==> src/rtl/rim_maze_solver_if.sv <==
// ============================================================================
// Module  : rim_maze_solver_if
// Brief   : Row-load / path-stream bundle for rim_maze_solver.
//           out_len exists only when RIM_PATH_LEN_EN is defined.
// Rev     : 1.0  initial release
// ============================================================================
`default_nettype none

interface rim_maze_solver_if;
    logic [7:0] maze;
    logic       in_valid;
    logic       out_valid;
    logic [2:0] out_row;
    logic [2:0] out_col;
`ifdef RIM_PATH_LEN_EN
    logic [6:0] out_len;

    modport master (output maze, in_valid, input out_valid, out_row, out_col, out_len);
    modport slave  (input maze, in_valid, output out_valid, out_row, out_col, out_len);
`else
    modport master (output maze, in_valid, input out_valid, out_row, out_col);
    modport slave  (input maze, in_valid, output out_valid, out_row, out_col);
`endif
endinterface

`default_nettype wire

==> src/rtl/rim_maze_solver.sv <==
// ============================================================================
// Module  : rim_maze_solver
// Brief   : 8x8 rat-in-maze DFS solver; loads 8 rows, streams (0,0)->(7,7) path.
//           Optional macro RIM_PATH_LEN_EN adds the out_len port.
// Rev     : 1.0  initial release
// ============================================================================
`default_nettype none

module rim_maze_solver (
    input  wire logic          clk,
    input  wire logic          rst_n,
    rim_maze_solver_if.slave   bus
);
    typedef enum logic [1:0] {
        S_IDLE   = 2'd0,
        S_LOAD   = 2'd1,
        S_SEARCH = 2'd2,
        S_OUTPUT = 2'd3
    } state_t;

    localparam logic [5:0] c_GOAL = 6'd63;

    state_t     r_state;
    logic [2:0] r_cnt;
    logic [63:0] r_open;     // cell index = {row, col}
    logic [63:0] r_visited;
    logic [5:0] r_stack [64];
    logic [6:0] r_sp;        // depth: number of valid stack entries
    logic [6:0] r_out_idx;
    logic       r_out_valid;
    logic [2:0] r_out_row;
    logic [2:0] r_out_col;
`ifdef RIM_PATH_LEN_EN
    logic [6:0] r_out_len;
`endif

    logic [7:0] w_maze_rev;
    logic [5:0] w_top;
    logic [2:0] w_r;
    logic [2:0] w_c;
    logic [5:0] w_right;
    logic [5:0] w_down;
    logic [5:0] w_left;
    logic [5:0] w_up;
    logic       w_ok_right;
    logic       w_ok_down;
    logic       w_ok_left;
    logic       w_ok_up;
    logic       w_has_next;
    logic [5:0] w_next;

    // maze bit 7 is column 0, so reverse to make bit index equal to column
    always_comb begin
        w_maze_rev = '0;
        for (int c = 0; c < 8; c++) begin
            w_maze_rev[c] = bus.maze[7 - c];
        end
    end

    assign w_top   = r_stack[r_sp[5:0] - 6'd1];
    assign w_r     = w_top[5:3];
    assign w_c     = w_top[2:0];
    assign w_right = {w_r, w_c + 3'd1};
    assign w_down  = {w_r + 3'd1, w_c};
    assign w_left  = {w_r, w_c - 3'd1};
    assign w_up    = {w_r - 3'd1, w_c};

    // Bounds tests come first so a wrapped index is never acted upon
    assign w_ok_right = (w_c != 3'd7) && r_open[w_right] && !r_visited[w_right];
    assign w_ok_down  = (w_r != 3'd7) && r_open[w_down]  && !r_visited[w_down];
    assign w_ok_left  = (w_c != 3'd0) && r_open[w_left]  && !r_visited[w_left];
    assign w_ok_up    = (w_r != 3'd0) && r_open[w_up]    && !r_visited[w_up];

    always_comb begin
        w_has_next = 1'b1;
        w_next     = '0;
        if (w_ok_right)     w_next = w_right;
        else if (w_ok_down) w_next = w_down;
        else if (w_ok_left) w_next = w_left;
        else if (w_ok_up)   w_next = w_up;
        else                w_has_next = 1'b0;
    end

    always_ff @(posedge clk or negedge rst_n) begin
        if (!rst_n) begin
            r_state     <= S_IDLE;
            r_cnt       <= '0;
            r_open      <= '0;
            r_visited   <= '0;
            r_sp        <= '0;
            r_out_idx   <= '0;
            r_out_valid <= 1'b0;
            r_out_row   <= '0;
            r_out_col   <= '0;
`ifdef RIM_PATH_LEN_EN
            r_out_len   <= '0;
`endif
            for (int i = 0; i < 64; i++) begin
                r_stack[i] <= '0;
            end
        end else begin
            case (r_state)
                S_IDLE, S_LOAD: begin
                    if (bus.in_valid) begin
                        r_open[{r_cnt, 3'b000} +: 8] <= w_maze_rev;
                        r_cnt <= r_cnt + 3'd1;
                        if (r_cnt == 3'd7) begin
                            r_state   <= S_SEARCH;
                            r_sp      <= '0;
                            r_visited <= '0;
                        end else begin
                            r_state <= S_LOAD;
                        end
                    end
                end
                S_SEARCH: begin
                    if (r_sp == 7'd0) begin
                        if (!r_open[0] || !r_open[c_GOAL]) begin
                            r_state <= S_IDLE;
                        end else begin
                            r_stack[0]   <= 6'd0;
                            r_sp         <= 7'd1;
                            r_visited[0] <= 1'b1;
                        end
                    end else if (w_has_next) begin
                        r_stack[r_sp[5:0]] <= w_next;
                        r_sp               <= r_sp + 7'd1;
                        r_visited[w_next]  <= 1'b1;
                        if (w_next == c_GOAL) begin
                            r_state   <= S_OUTPUT;
                            r_out_idx <= '0;
                        end
                    end else begin
                        r_sp <= r_sp - 7'd1;
                        if (r_sp == 7'd1) r_state <= S_IDLE;
                    end
                end
                S_OUTPUT: begin
                    if (r_out_idx < r_sp) begin
                        r_out_valid <= 1'b1;
                        {r_out_row, r_out_col} <= r_stack[r_out_idx[5:0]];
                        r_out_idx   <= r_out_idx + 7'd1;
`ifdef RIM_PATH_LEN_EN
                        r_out_len   <= r_sp;
`endif
                    end else begin
                        r_out_valid <= 1'b0;
                        r_out_row   <= '0;
                        r_out_col   <= '0;
`ifdef RIM_PATH_LEN_EN
                        r_out_len   <= '0;
`endif
                        r_state     <= S_IDLE;
                    end
                end
                default: r_state <= S_IDLE;
            endcase
        end
    end

    assign bus.out_valid = r_out_valid;
    assign bus.out_row   = r_out_row;
    assign bus.out_col   = r_out_col;
`ifdef RIM_PATH_LEN_EN
    assign bus.out_len   = r_out_len;
`endif

endmodule

`default_nettype wire

==> src/flat_wrapper.sv <==
// flat-port wrapper written by rule: the top's interface ports become plain ports
module rim_maze_solver_flat 
  (clk, rst_n, bus_maze, bus_in_valid, bus_out_valid, bus_out_row, bus_out_col);
  rim_maze_solver_if bus_i ();
  input  wire logic clk;
  input  wire logic rst_n;
  input wire logic [$bits(bus_i.maze)-1:0] bus_maze;
  input wire logic [$bits(bus_i.in_valid)-1:0] bus_in_valid;
  output wire logic [$bits(bus_i.out_valid)-1:0] bus_out_valid;
  output wire logic [$bits(bus_i.out_row)-1:0] bus_out_row;
  output wire logic [$bits(bus_i.out_col)-1:0] bus_out_col;
  assign bus_i.maze = bus_maze;
  assign bus_i.in_valid = bus_in_valid;
  assign bus_out_valid = bus_i.out_valid;
  assign bus_out_row = bus_i.out_row;
  assign bus_out_col = bus_i.out_col;
  rim_maze_solver u_core (.clk(clk), .rst_n(rst_n), .bus(bus_i));
endmodule
==> config.mk <==
export PLATFORM = sky130hd
export DESIGN_NAME = rim_maze_solver_flat
export DESIGN_NICKNAME = d
export VERILOG_FILES = /design/src/rtl/rim_maze_solver_if.sv /design/src/rtl/rim_maze_solver.sv /design/src/flat_wrapper.sv
export SDC_FILE = /design/constraint.sdc
export NUM_CORES = 1
export LEC_CHECK = 0
export CAP_MARGIN = 20
export CORE_MARGIN = 2
export CORE_UTILIZATION = 65
export CTS_CLUSTER_SIZE = 16
export DETAILED_ROUTE_END_ITERATION = 10
export PLACE_DENSITY = 0.84
export SYNTH_ARGS = -nofsm -noshare
export SYNTH_HDL_FRONTEND = slang
export SYNTH_SLANG_ARGS = --single-unit
==> constraint.sdc <==
create_clock -name clk -period 14.35 [get_ports clk]
set_clock_uncertainty 0.1 [all_clocks]
set_input_delay 3.5875 -clock clk [delete_from_list [all_inputs] [get_ports clk]]
set_output_delay 3.5875 -clock clk [all_outputs]
set_load 0.01 [all_outputs]
# Word level (Yosys, flattened, before mapping)
# Index checks and enable logic that the tools add are counted.
# W data, S select, Z words.
# word_totals
n_memories	0
output_inout_bits	7
latchBits	0
register_bits	538
inputBits	11
ram_bits	0
mem_bits_ro	0
# classes
magnitude_cmp	11
bitwise	5
shifts	2
n_mul	0
addsub	10
muxes	69
eq_ne	21
div_mod_pow	0
reduce_logical	33
# ops
operator	count
$bwmux W384	1
$mux W384	1
$mux W64	3
$pmux W64 S2	1
$bmux W6 S6	2
$mux W6	11
$bwmux W64	1
$or A64 B64 Y64	1
$shift A8 B8 Y64 const A	1
$shiftx A8 B8 Y64	1
$mux W63	1
$mux W7	9
$bmux W1 S6	8
$demux W6 S6	1
$lt A6 B7 Y1 const B	5
$pmux W7 S2	2
$ge A7 B7 Y1 const B	3
$not A6 Y7	3
$reduce_and A5 Y1	4
$mux W1	16
$mux W2	8
$add A7 B1 Y7 const B	2
$ne A3 B3 Y1 const B	4
$logic_and A1 B1 Y1	10
other kinds (32)	52

# Depth between registers and ports, before layout
# Gate-level depths: netlist (run 1).
# depth
depth_word	22
mapped_depth	34
depth_no_buf	21

# Least setup slack after synthesis (run 1)
# OpenSTA, ideal clock, no wires.
# synth_path
kind	reg-to-reg
startpoint	register u_core.r_sp[1]
endpoint	register u_core.r_stack[354] (netlist bit)
path_buffers	11
t_arrival_ns	7.744
period_less_slack_ns	7.969
path_stages_with_launch	31
setup_ns	0.125
path_slack_ns	6.381
cell_sequence	dfrtp_1 buf_2 buf_2 buf_1 inv_1 ha_1 buf_4 xor2_4 buf_6 mux4_2 mux2_2 o221a_2 a22oi_4 inv_1 buf_2 ha_1 clkbuf_1 a21oi_4 buf_4 mux4_2 o211ai_1 a311oi_1 or4_1 buf_2 nand2_2 o21ai_2 or2_1 buf_6 buf_8 nor4_4 mux2_2
# synth_via
elab_chain_len	15
word_cells_on_any_way	59
classes_between	5 x add/sub; 2 x order compare; 2 x eq/ne; 30 x mux; 3 x bitwise; 17 x reduce/logical
# synth_lines
item	line_no	source
from (decl)	rim_maze_solver.sv:28	logic [6:0] r_sp;
from (signal assigned)	rim_maze_solver.sv:127	r_sp <= r_sp + 7'd1;
from (signal assigned)	rim_maze_solver.sv:134	r_sp <= r_sp - 7'd1;
$sub A6 B1 Y6	rim_maze_solver.sv:60	assign w_top = r_stack[r_sp[5:0] - 6'd1];
$not A6 Y7 (implied by the code)	rim_maze_solver.sv:60	
$bmux W6 S6	rim_maze_solver.sv:60	
$mux W6 (implied by the code) (2 in series)	rim_maze_solver.sv:60	
$sub A3 B1 Y3	rim_maze_solver.sv:66	assign w_up = {w_r - 3'd1, w_c};
$bmux W1 S6	rim_maze_solver.sv:72	assign w_ok_up = (w_r != 3'd0) && r_open[w_up] && !r_visited[w_up];
$mux W1 (implied by the code)	rim_maze_solver.sv:72	
$logic_and A1 B1 Y1 / $logic_not A1 Y1 (equally long branches)	rim_maze_solver.sv:72	
$logic_and A1 B1 Y1	rim_maze_solver.sv:72	
$mux W1 / $mux W6 (equally long branches)	rim_maze_solver.sv:80	else if (w_ok_up) w_next = w_up;
$mux W1 / $mux W6 (equally long branches)	rim_maze_solver.sv:79	else if (w_ok_left) w_next = w_left;
$mux W1 / $mux W6 (equally long branches)	rim_maze_solver.sv:78	else if (w_ok_down) w_next = w_down;
$mux W1 / $mux W6 (equally long branches)	rim_maze_solver.sv:77	if (w_ok_right) w_next = w_right;
$reduce_and A3 Y1 (no line) / $bwmux W384 (equally long branches)	n/a	
to (signal, indexed assignment)	rim_maze_solver.sv:126	r_stack[r_sp[5:0]] <= w_next;
to (decl)	rim_maze_solver.sv:27	logic [5:0] r_stack [64];
# Several ways; a longest one is shown, not always the timed one. The select of a mux whose other input is x is not followed.
# A chain may end at the register's enable or synchronous reset.

# Worst setup path after layout (run 1)
# layout_path
startpoint	register u_core.r_sp[1]
endpoint	register u_core.r_visited[24]
# layout_via
elab_chain_len	22
word_cells_on_any_way	62
classes_between	5 x add/sub; 2 x order compare; 4 x eq/ne; 32 x mux; 2 x bitwise; 17 x reduce/logical
# layout_lines
item	line_no	source
$sub A6 B1 Y6	rim_maze_solver.sv:60	
$not A6 Y7 (implied by the code)	rim_maze_solver.sv:60	
$bmux W6 S6	rim_maze_solver.sv:60	
$mux W6 (implied by the code) (2 in series)	rim_maze_solver.sv:60	
$sub A3 B1 Y3	rim_maze_solver.sv:66	
$bmux W1 S6	rim_maze_solver.sv:72	
$mux W1 (implied by the code)	rim_maze_solver.sv:72	
$logic_and A1 B1 Y1 / $logic_not A1 Y1 (equally long branches)	rim_maze_solver.sv:72	
[... 5 more ...]	n/a	
$lt A6 B7 Y1 (implied by the code) / $ge A6 B1 Y1 (equally long branches)	rim_maze_solver.sv:128	r_visited[w_next] <= 1'b1;
$logic_and A1 B1 Y1 (implied by the code)	rim_maze_solver.sv:128	
$mux W1 (implied by the code)	rim_maze_solver.sv:128	
$demux W1 S6	n/a	
$or A64 B64 Y64 (no line)	n/a	
$mux W64	rim_maze_solver.sv:125	end else if (w_has_next) begin
$mux W63	rim_maze_solver.sv:117	if (r_sp == 7'd0) begin
$pmux W64 S2	rim_maze_solver.sv:102	case (r_state)
to (signal assigned)	rim_maze_solver.sv:89	r_visited <= '0;
to (signal assigned)	rim_maze_solver.sv:110	r_visited <= '0;
to (signal, indexed assignment)	rim_maze_solver.sv:128	
to (decl)	rim_maze_solver.sv:26	logic [63:0] r_visited;
# Several ways; a longest one is shown, not always the timed one. The select of a mux whose other input is x is not followed.

==> metrics.txt, run 1 <==
status=finished clean; EDFF count, synth=0; global-route wire length before repair=145000 µm; Fin. Hold Viols=0; net count of the finished layout=2350; drt via density=7.64; Final min period=10.26 ns; synth-to-layout area growth=7.55%; sequential share of the synthesized area=43.6%; postcts setup bufs=0; Cells after Synth=2391; FF-to-FF setup slack=4.09 ns; Synthesis Warnings=0; CTS tree=done; Metal-1 WL=36300 µm; Final Slew Violations=0; Relative slew margins=16.0%; WP data arrival=10.66 ns; die area=0.0492 mm²; post-synth top area cell=dfrtp_1; number of remaining DRC errors=0; worst-case hold path end point=u_core.r_visited[14]; hold path start=u_core.r_visited[14]; Net Count, Synth=2424; CP startpoint kind=flip-flop; Setup violations, final=0; Post-synth top cells=538 x dfrtp_1, 372 x mux2_2, 247 x nand2_1; I/O pin cnt=18; Async S/R FF share, synth=100%; GP Congestion=0.994; Max Freq=97.5 MHz; met2 wire length=41800 µm; GRT Overall Usage=39.4%; Iteration-0 DRC Markers=3477; pin count of the biggest net entering global routing=187; core area=0.0467 mm²; vias in the first global route=22600; Synth cell types=96; RSZ-0062 raised after global routing=false; CP Class=reg -> reg; CTS Buffer Depth=3; Avg Inst Size Synth=12.9 µm²; TritonRoute pass-1 iters=9; met3 routed WL=13200 µm; Resized cells post-CTS=0; hold buffers post-CTS=0; Clk pin slew, worst setup/hold paths=0.06 ns; required time of the critical path=14.75 ns; initial antenna violation count=4; Num CTS Buffers=55; Max-Cap Viols=0; Antenna Violating Nets Remaining=0; Worst setup EP type=flip-flop; uppermost layer routed=met5; row count=79; mapped cell area=0.0309 mm²; synthesis-stage register bit count=538; reg-to-reg endpoint=u_core.r_visited[24]; layout cells sized above 1=35.0%; ys flop type=dfrtp_1; worst slew pin tran=1.26 ns; dpl hpwl=63300 µm; Via Count=22700; grt total ovfl=0; Synth top area share=43.6%; Post-Route WL=95300 µm; critical path peak fanout=51; clock root buffer=clkbuf_16; htree depth=2; setup TNS=0 ns; Clock Sinks=538; die width=222 µm; fin crit share=71.5%; routed length per instance=32.1 µm; PortBufs=17; Reg-to-Reg Start=u_core.r_sp[1]; top-count cell post-synth=dfrtp_1; hold depth=2; Initial Util=66.1%; Hold Path Class=reg -> reg; Synth area leaders=dfrtp_1 44%, mux4_2 17%, mux2_2 14%, nand2_1 3.0%, o21ai_0 2.0%; R2R cell count=22; Die Y-Extent=222 µm; Skew-Pair Late Insertion Delay=0.65 ns
==> cell type report <==
| class | instances | area, µm² |
|---|---|---|
| sequential | 538 | 13500 |
| timing repair buffer | 54 | 519 |
| multi-input combinational | 1640 | 16500 |
| clock buffer | 84 | 1690 |
| clock inverter | 16 | 148 |
| antenna | 1 | 2.50 |
| tap | 607 | 759 |
| inverter | 28 | 108 |
| fill | 2999 | 13500 |
==> per-stage QoR <==
step	instances	area, µm²	hold WS, ns	setup slack [ns]	utilization (%)
finish	2968	33200	0.374	4.09	71.1
global route	2967	33200	0.396	3.66	71.1
floorplan	2391	30900	0.335	6.38	-
global placement	2862	31300	0.353	4.43	67.0
CTS	2963	33100	0.373	4.05	71.0
detailed placement	2863	31300	0.360	4.10	67.0
==> routing by layer <==
| metal | vias to the layer above | global-route usage, % |
|---|---|---|
| li1 | 8929 | - |
| met1 | 11700 | 55.9 |
| met2 | 1742 | 56.3 |
| met3 | 315 | 14.0 |
| met4 | 8 | 15.2 |
| met5 | - | 0.391 |
==> sequential cells by signal, indices dropped and copies added (netlist names) <==
register	count
u_core.r_stack	384
u_core.r_open	64
u_core.r_visited	64
u_core.r_out_idx	7
u_core.r_sp	7
u_core.bus.out_col	3
u_core.bus.out_row	3
u_core.r_cnt	3
u_core.r_state	2
u_core.bus.out_valid	1
==> placed cells by master, fill, tap and decap left out, types with 7 or more instances in the layout <==
cell type,instances
dfrtp_1,532
nor2_1,69
clkbuf_16,57
or3_1,12
a21oi_1,50
o22ai_1,11
a32oi_1,7
nand4_1,19
nor3_4,8
mux2i_1,50
nor3_1,26
nand2b_1,47
a22oi_1,7
nand3_1,32
inv_1,21
clkbuf_1,11
nor4_1,8
and2_1,7
o211ai_1,10
or4_1,14
o21ai_1,9
mux4_2,236
a22o_1,16
clkdlybuf4s50_1,16
o31ai_1,24
clkbuf_8,16
buf_4,30
mux2_2,372
nand2_1,246
mux4_1,8
nor2b_1,40
o21ai_0,122
clkinv_2,12
ha_1,21
nor4_4,25
or2_2,10
mux2_1,12
==> cell families (layout without fill, tap and decap cells) <==
logic type      Yosys count  after routing  share of synthesized area, %
flops                   538            538                          43.6
mux                     678            678                          33.5
compound gates          329            329                          7.07
simple gates            601            601                          11.2
fa+ha+maj                22             22                         0.892
xor+xnor                 10             10                         0.369
other cells               0              1                             0
buf+inv                 213            182                          3.26
==> worst max-delay path, cell delays in order (launching register included) <==
cell	delay (ns)
dfrtp_2	1.03
inv_1	0.30
ha_4	0.85
buf_4	0.72
mux4_2	0.42
nor2_1	0.17
nor2_1	0.11
o221a_2	0.32
a22oi_4	0.49
inv_1	0.45
ha_1	0.47
ha_1	0.55
nor2_1	0.28
inv_1	0.10
a211oi_1	0.21
o31ai_1	0.12
o211ai_1	0.84
o31a_1	0.40
o32ai_4	0.12
buf_4	0.31
inv_2	0.60
nand2b_1	0.44
o41ai_1	0.46
==> worst max path at each step <==
stage          depth (start not counted)  slack (ns)                    to           start
2_1_floorplan                         30        6.38   u_core.r_stack[354]  u_core.r_sp[1]
3_3_place_gp                          22        4.43     u_core.r_state[0]  u_core.r_sp[1]
3_5_place_dp                          22        4.10     u_core.r_state[0]  u_core.r_sp[1]
4_1_cts                               22        4.05     u_core.r_state[0]  u_core.r_sp[1]
5_1_grt                               23        3.66  u_core.r_visited[24]  u_core.r_sp[1]
6_report                              22        4.09  u_core.r_visited[24]  u_core.r_sp[1]
Power of run 1 is not shown: default switching activity piles up to over one toggle a cycle in this logic, so the estimate is an artifact.
==> run 2: changes to the inputs <==
--- a/config.mk
+++ b/config.mk
@@ -7,10 +7,10 @@
 export LEC_CHECK = 0
 export CAP_MARGIN = 20
 export CORE_MARGIN = 2
-export CORE_UTILIZATION = 65
+export CORE_UTILIZATION = 58
 export CTS_CLUSTER_SIZE = 16
 export DETAILED_ROUTE_END_ITERATION = 10
-export PLACE_DENSITY = 0.84
+export PLACE_DENSITY = 0.79
 export SYNTH_ARGS = -nofsm -noshare
 export SYNTH_HDL_FRONTEND = slang
 export SYNTH_SLANG_ARGS = --single-unit
==> constraint.sdc (replaced) <==
create_clock -name clk -period 8.9 [get_ports clk]
set_clock_uncertainty 0.1 [all_clocks]
set_input_delay 2.225 -clock clk [delete_from_list [all_inputs] [get_ports clk]]
set_output_delay 2.225 -clock clk [all_outputs]
set_load 0.01 [all_outputs]
==> metrics.txt, run 2 (synthesis results as in run 1) <==
CTS Buffer Depth=3 (unchanged); WP data arrival=8.57 ns (-2.09 ns); max incr delay on CP=0.88 ns (-0.15 ns); Post-Route WL=92800 µm (-2.5%); WP buf/inv=4 (-2); status=finished clean; Setup violations, final=0 (unchanged); Biggest register=u_core.r_stack; TritonRoute pass-1 iters=8 (-1); Hold Path Class=reg -> reg; clock root buffer=clkbuf_16; hold path start=u_core.r_visited[15]; worst slew pin tran=1.13 ns (-0.134 ns); die area=0.0551 mm² (+12%); I/O pin cnt=18 (unchanged); grt total ovfl=0 (unchanged); row count=84 (+6.3%); Max-Cap Viols=0 (unchanged); routed length per instance=30.2 µm (-5.8%); Clock Sinks=538 (unchanged); drt via density=7.25 (-5.1%); antenna cell count=0 (-1); Reg-to-Reg Start=u_core.r_sp[0]; Worst setup EP type=flip-flop; Final Slew Violations=0 (unchanged); dpl hpwl=63900 µm (+0.86%); postcts setup bufs=0 (unchanged); hold depth=2 (unchanged); global-route wire length before repair=143000 µm (-1.4%); DP Area=0.0315 mm² (+0.86%); hold buffers post-CTS=0 (unchanged); CP Launch Point=u_core.r_sp[0]; fin crit share=91.7% (+20 points); biggest regs=u_core.r_stack: 384 flops, u_core.r_open: 64 flops, u_core.r_visited: 64 flops; net count of the finished layout=2373 (+0.98%); GRT Overall Usage=33.8% (-5.6 points); htree depth=2 (unchanged); commonest non-fill, non-tap cells in the layout=532 x dfrtp_1, 372 x mux2_2, 245 x nand2_1; Die Y-Extent=235 µm (+5.8%); RSZ-0062 raised after global routing=false; pin count of the biggest net entering global routing=174 (-7.0%); CP Class=reg -> reg; critical path peak fanout=49 (-3.9%); initial antenna violation count=4 (unchanged); Resized cells post-CTS=0 (unchanged); reg-to-reg endpoint=u_core.r_stack[309]; GP Congestion=1.03 (+4.0%); setup TNS=0 ns (unchanged); top cell family by delay on the critical path=simple AND/OR/NAND/NOR gates; PortBufs=17 (unchanged); max reg flops=384 (unchanged); CP startpoint kind=flip-flop; core area=0.0526 mm² (+13%); die width=235 µm (+5.8%); Filler Cells Inserted=3771 (+26%); layout cells sized above 1=35.7% (+0.71 points); required time of the critical path=9.31 ns (-5.44 ns); worst-case hold path end point=u_core.r_visited[15]; Max Freq=123 MHz (+26%); Antenna Violating Nets Remaining=0 (unchanged); Clk pin slew, worst setup/hold paths=0.06 ns (about the same); Num CTS Buffers=57 (+3.6%); cell area after layout=0.0335 mm² (+0.92%); crit-path cells=inv_4 > ha_4 > buf_4 > mux4_2 > mux2i_1 > o21a_1 > o32ai_4 > inv_2 > buf_4 > a21oi_4 > mux4_2 > o211ai_1 > a311oi_1 > or4_1 > nand2_2 > o21ai_4 > or2_2 > nor4_4 > mux2_2; vias in the first global route=22500 (-0.38%); number of remaining DRC errors=0 (unchanged); Iteration-0 DRC Markers=2975 (-14%); Skew-Pair Late Insertion Delay=0.63 ns (-0.02 ns); CTS tree=done; Final min period=8.16 ns (-2.10 ns); most common cell after layout, fill and taps aside=dfrtp_1; Via Count=22300 (-1.9%); synth-to-layout area growth=8.54%; CP max stage cell=ha_4; Initial Util=58.7% (-7.4 points); FF-to-FF setup slack=0.74 ns (-3.35 ns); R2R cell count=19 (-14%); Fin. Hold Viols=0 (unchanged); Relative slew margins=25.0% (+9.0 points)
run 2: worst reg2reg max path, cell delays in order (launching register included):
cell and delay, ns:
dfrtp_4 0.70, inv_4 0.26, ha_4 0.89, buf_4 0.48
mux4_2 0.32, mux2i_1 0.10, o21a_1 0.20, o32ai_4 0.44
inv_2 0.33, buf_4 0.33, a21oi_4 0.54, mux4_2 0.39
o211ai_1 0.18, a311oi_1 0.09, or4_1 0.69, nand2_2 0.21
o21ai_4 0.08, or2_2 0.69, nor4_4 0.62, mux2_2 0.40
run 2: area by class of cell:
| class | instances | area, µm² | share of cell area, % |
|---|---|---|---|
| repair buffers | 75 | 633 | 1.89 |
| well taps | 688 | 861 | 2.57 |
| clock inverters | 23 | 297 | 0.885 |
| flip-flops and latches | 538 | 13500 | 40.2 |
| clock buffers | 79 | 1640 | 4.90 |
| inverters | 28 | 108 | 0.321 |
| multi-input cells | 1640 | 16500 | 49.2 |
run 2: per-layer routing:
metal	vias up	GRT usage (%)	routed length [µm]
li1	8979	-	-
met1	11400	46.6	35400
met2	1496	50.8	42000
met3	328	9.50	10800
met4	6	14.5	4570
met5	-	0	40
run 2: through the flow:
stage / instances / hold slack, ns / util [%] / setup WS [ns]
floorplan: 2391 / 0.335 / - / 0.931
detailed placement: 2968 / 0.352 / 60.0 / 0.942
global placement: 2968 / 0.348 / 60.0 / 1.11
finish: 3071 / 0.369 / 63.7 / 0.738
CTS: 3070 / 0.367 / 63.7 / 0.914
global route: 3071 / 0.390 / 63.7 / 0.482
run 2: how the worst max path moves through the flow:
stage | to | slack [ns] | cells past startpoint
global placement | u_core.r_visited[48] | 1.11 | 19
finish | u_core.r_stack[309] | 0.74 | 19
global route | u_core.r_stack[262] | 0.48 | 19
floorplan | u_core.r_stack[354] | 0.93 | 30
CTS | u_core.r_stack[309] | 0.91 | 19
detailed placement | u_core.r_stack[262] | 0.94 | 19
Power of run 2 is left out for the same reason.
